**src/rtl/usb_rx_crc_pkg.sv**
```systemverilog
// Shared types, constants and the serial CRC-16 step function for the USB RX CRC checker.
package usb_rx_crc_pkg;

    typedef enum logic [1:0] {
        IDLE,
        ACCUM,
        REPORT
    } state_e;

    localparam logic [15:0] CRC16_PRESET   = 16'hFFFF;
    localparam logic [15:0] CRC16_RESIDUAL = 16'h800D;
    localparam int          BITCNT_W       = 10;

    // One serial step of the x^16+x^15+x^2+1 register; shared so the controller can
    // see the post-shift value in the same cycle the engine takes it.
    function automatic logic [15:0] crc16_step(input logic [15:0] crc, input logic bit_in);
        logic [15:0] nxt;
        nxt[0]    = crc[15] ^ bit_in;
        nxt[1]    = crc[0];
        nxt[2]    = crc[15] ^ crc[1];
        nxt[14:3] = crc[13:2];
        nxt[15]   = crc[15] ^ crc[14];
        return nxt;
    endfunction

endpackage

```
**src/rtl/crc16_serial_engine.sv**
```systemverilog
// Serial CRC-16 register: preset on clear, one bit per cycle on shift_en.
module crc16_serial_engine
    import usb_rx_crc_pkg::*;
(
    input  logic        clk,
    input  logic        n_rst,
    input  logic        clear,
    input  logic        shift_en,
    input  logic        bit_in,
    output logic [15:0] crc
);

    logic [15:0] crc_q, crc_d;

    always_comb begin
        crc_d = crc_q;
        if (clear) begin
            crc_d = CRC16_PRESET;
        end else if (shift_en) begin
            crc_d = crc16_step(crc_q, bit_in);
        end
    end

    // NOTE: clocked state uses non-blocking assignments so every register samples pre-edge values.
    always_ff @(posedge clk or negedge n_rst) begin
        if (!n_rst) begin
            crc_q <= CRC16_PRESET;
        end else begin
            crc_q <= crc_d;
        end
    end

    assign crc = crc_q;

endmodule

```
**config.mk**
```make
export PLATFORM = sky130hd
export DESIGN_NAME = crc16_serial_engine
export DESIGN_NICKNAME = d
export VERILOG_FILES = /design/src/rtl/usb_rx_crc_pkg.sv /design/src/rtl/crc16_serial_engine.sv
export SDC_FILE = /design/constraint.sdc
export NUM_CORES = 1
export LEC_CHECK = 0
export CAP_MARGIN = 30
export CORE_ASPECT_RATIO = 1.1
export CORE_MARGIN = 4
export CORE_UTILIZATION = 35
export CTS_CLUSTER_DIAMETER = 200
export DETAILED_ROUTE_END_ITERATION = 8
export PLACE_DENSITY_LB_ADDON = 0.2
export REMOVE_ABC_BUFFERS = 1
export SYNTH_ARGS = -nofsm -noshare
export SYNTH_HDL_FRONTEND = slang
export SYNTH_SLANG_ARGS = --single-unit
```
**constraint.sdc**
```tcl
create_clock -name clk -period 0.87 [get_ports clk]
set_input_delay 0.1305 -clock clk [delete_from_list [all_inputs] [get_ports clk]]
set_output_delay 0.1305 -clock clk [all_outputs]
set_load 0.01 [all_outputs]
```
==> results by group <==
Worst setup path
  • CP Max Fanout: 2
  • Category of the critical setup timing path: reg2out
  • Crit path largest cell delay: between 0.5 and 0.6 ns
  • Crit path capture type: output pin
  • Arrival time of data at the critical path endpoint: about 0.95 ns
  • WP data required: 0.74 ns
  • Reg2Reg Capture Point: crc[11]$_DFFE_PN1P_
  • Buffering stage count on the worst path with inverters included: 1
  • Register-to-register path setup slack: -0.18 ns
  • Critical-path cell list: buf_6
  • Number of cells on the worst reg-to-reg path: 4
  • Cell class contributing the biggest share of worst-path delay: flip-flops
  • Critical-path top delay cell: dfstp_2
  • Crit Reg-Reg Startpoint: crc[11]$_DFFE_PN1P_
  • Worst setup SP type: flip-flop

Clocking
  • Clock Pin Slew Worst Setup and Hold Paths: about 0.090 ns
  • CTS buffer count: 3
  • Clock tree from TritonCTS: yes
  • Clock latency on the worst-skew pair: 0.28 ns
  • Number of clock sinks seen by CTS: 16
  • Clock tree root driver cell: clkbuf_4
  • H-Tree Level Count: 1
  • Number of buffers on the longest clock path: 2
  • Number of buffers inserted for hold repair after clock tree synthesis: 0

Detailed routing
  • Initial DRC Count: 9
  • First-pass detailed-route iteration total: 4
  • Post-detailed-route via-to-cell ratio: between 4 and 5
  • Total wire length: between 1.5 and 2 mm
  • Number of design rule violations left after detail routing: 0
  • Number of vias in the routed layout: 590
  • Per-cell routed wire length: between 10 and 15 um
  • Post-DRT Antenna Nets: 0

Finish
  • Growth of design area from synthesis to finish: 75.2%
  • Antenna Diode Count: 0
  • Ratio of cells with drive above 1 in the final layout: between 70% and 80%
  • Multi-input logic area: 344 sq um
  • Cell Count, Final, Fillers Out: 126
  • Design area: between 0.001 and 0.0015 sq mm
  • Nets: roughly 100
  • Final core occ: 64.1%
  • Storage cell area: 420 sq um
  • Largest register FFs: 16
  • Final-layout fill cell count: ~160

Global routing
  • Global route total overflow: 0
  • Number of global-route vias before repair: between 600 and 700
  • Antenna violations before repair: 0
  • Met1 track demand over resource in global routing: 16.2%
  • First-pass GRT wire length: 2.80 mm
  • Maximum number of pins on one net before global-route repair: 32
  • Overall routing resource usage: between 10% and 20%
  • Most used routing layer in global routing: met2
  • Global routing usage on met2: ~20%
  • Met3 routing resource usage after global routing: around 3.2%

STA
  • Final Critical Period: ~1.1 ns
  • Share of the clock period used by the worst path: 124%
  • Fin worst setup slack: -0.209 ns
  • RSZ-0062 raised after global routing: yes
  • Highest clock frequency the design can meet: 0.927 GHz
  • Transition at the pin with the smallest max-transition slack: ~0.2 ns
  • Worst Clk Skew: around 0.0034 ns
  • Final-layout worst hold slack: between 0.3 and 0.4 ns
  • Setup-violating endpoint count in the final report: 32
  • Slew Limit Fails: 0
  • Final count of hold timing violations: 0
  • Rel. slew slack: between 80% and 90%

Logic synthesis
  • Commonest cells post-synth: 16 x dfstp_2, 14 x nor2b_1, 8 x a211o_1, 5 x a211o_2, 3 x a21oi_1
  • Predominant post-synthesis flop cell: dfstp_2
  • Unique cell type count in the Yosys netlist: 12
  • Share of the yosys chip area belonging to registers: 57.4%
  • Synthesized instance count: 57
  • Warning count from the yosys run: 0
  • Most instantiated library cell after synthesis: dfstp_2
  • Number of enable flip-flop cells after synthesis: 0
  • Number of storage elements in the synthesis netlist: 16
  • Area of the mapped netlist: 732 sq um
  • Synth Area per Inst: 12.8 sq um
  • Area contributors post-synth: dfstp_2 57%, nor2b_1 12%, a211o_1 9.6%
  • Share of Yosys cell area claimed by the top area cell type: a little under three fifths
  • Library cell occupying the most area in the post-synthesis netlist: dfstp_2
  • Proportion of register bits with asynchronous set or reset after synthesis: between 90% and 100%

Placed design
  • Placed cell count: between 100 and 150
  • Routability congestion estimate: 0.715
  • Port Buffer Count: 20
  • Total cell area at the placement stage: between 0.001 and 0.0015 sq mm
  • Post-DP HPWL: roughly 1.0 mm

Floorplanning
  • Die area: 0.00289 sq mm
  • Number of top-level pins: 21
  • Die width: between 50 and 60 um
  • Initial Utilization: ~37%
  • Floorplan row count: 17
  • Core region area: roughly 0.0020 sq mm
  • Height of the die: 56.0 um

Status
  • Status: complete, but fails checks
  • Violated checks: negative setup slack

Min path
  • Min-delay worst type: in2async

Pwr
  • Power per cell area: roughly 1400 mW/mm^2
  • Maximum VDD drop: approximately 0.001 V
  • Leak pwr: roughly 0.6 nW
  • Overall power: approximately 0.0018 W

Run
  • Max-cap violation count: 0
-- cells in the final DEF (no fill, tap or decap), drive strengths merged --
master,count
clkbuf,4
a211o,13
nor2b,14
buf,38
o21bai,1
and3,1
dlygate4sd2,1
nor3,2
a21oi,3
clkdlybuf4s50,3
xnor2,2
dfstp,16
-- kinds of logic (layout without fill, tap and decap cells) --
family | count (synthesis) | after routing | synth area share, %
buf+inv | 5 | 46 | 6.49
simple gates | 17 | 17 | 14.2
compound gates | 17 | 17 | 19.5
flops | 16 | 16 | 57.4
xor+xnor | 2 | 2 | 2.39
-- stage by stage --
stage	TNS [ns]	setup slack (ns)
4_1_cts	-4.41	-0.216
5_1_grt	-5.69	-0.251
2_1_floorplan	0	0.0110
3_5_place_dp	-10.51	-0.399
3_3_place_gp	-10.37	-0.391
6_report	-4.31	-0.209
-- final cells by class --
class	count	area share (%)
Tap cell	28	2.73
Multi-Input combinational cell	36	26.8
Timing Repair Buffer	42	34.8
Sequential cell	16	32.8
Clock buffer	4	2.83
-- power breakdown --
part           total (W)  internal [W]  switching, W
logic           0.000486      0.000310      0.000175
clock network   0.000485      0.000255      0.000230
registers       0.000873      0.000833     0.0000399
total            0.00184       0.00140      0.000445
-- worst max path at each step --
| stage | from | end | slack, ns | cells past startpoint |
|---|---|---|---|---|
| 2_1_floorplan | crc[1]$_DFFE_PN1P_ | crc[1]$_DFFE_PN1P_ | 0.01 | 2 |
| 3_3_place_gp | shift_en | crc[13]$_DFFE_PN1P_ | -0.39 | 4 |
| 3_5_place_dp | shift_en | crc[11]$_DFFE_PN1P_ | -0.40 | 4 |
| 4_1_cts | crc[6]$_DFFE_PN1P_ | crc[6] | -0.22 | 1 |
| 5_1_grt | crc[14]$_DFFE_PN1P_ | crc[14] | -0.25 | 1 |
| 6_report | crc[10]$_DFFE_PN1P_ | crc[10] | -0.21 | 1 |
-- routing by layer --
layer / vias to the layer above / wire, um
met3: 2 / 69
li1: 285 / -
met1: 290 / 699
met2: 13 / 816
met5: - / 0
met4: 0 / 13
-- what timing repair did --
| action | 4_1_cts | 5_1_grt |
|---|---|---|
| resized for setup | 94 | 13 |
| setup endpoints to repair | 32 | 32 |
| pin swaps | 12 | 6 |
| setup buffers | 1 | 4 |
| endpoints found under the hold margin | 0 | 0 |
Note: power is estimated with default switching activity, not from simulation.
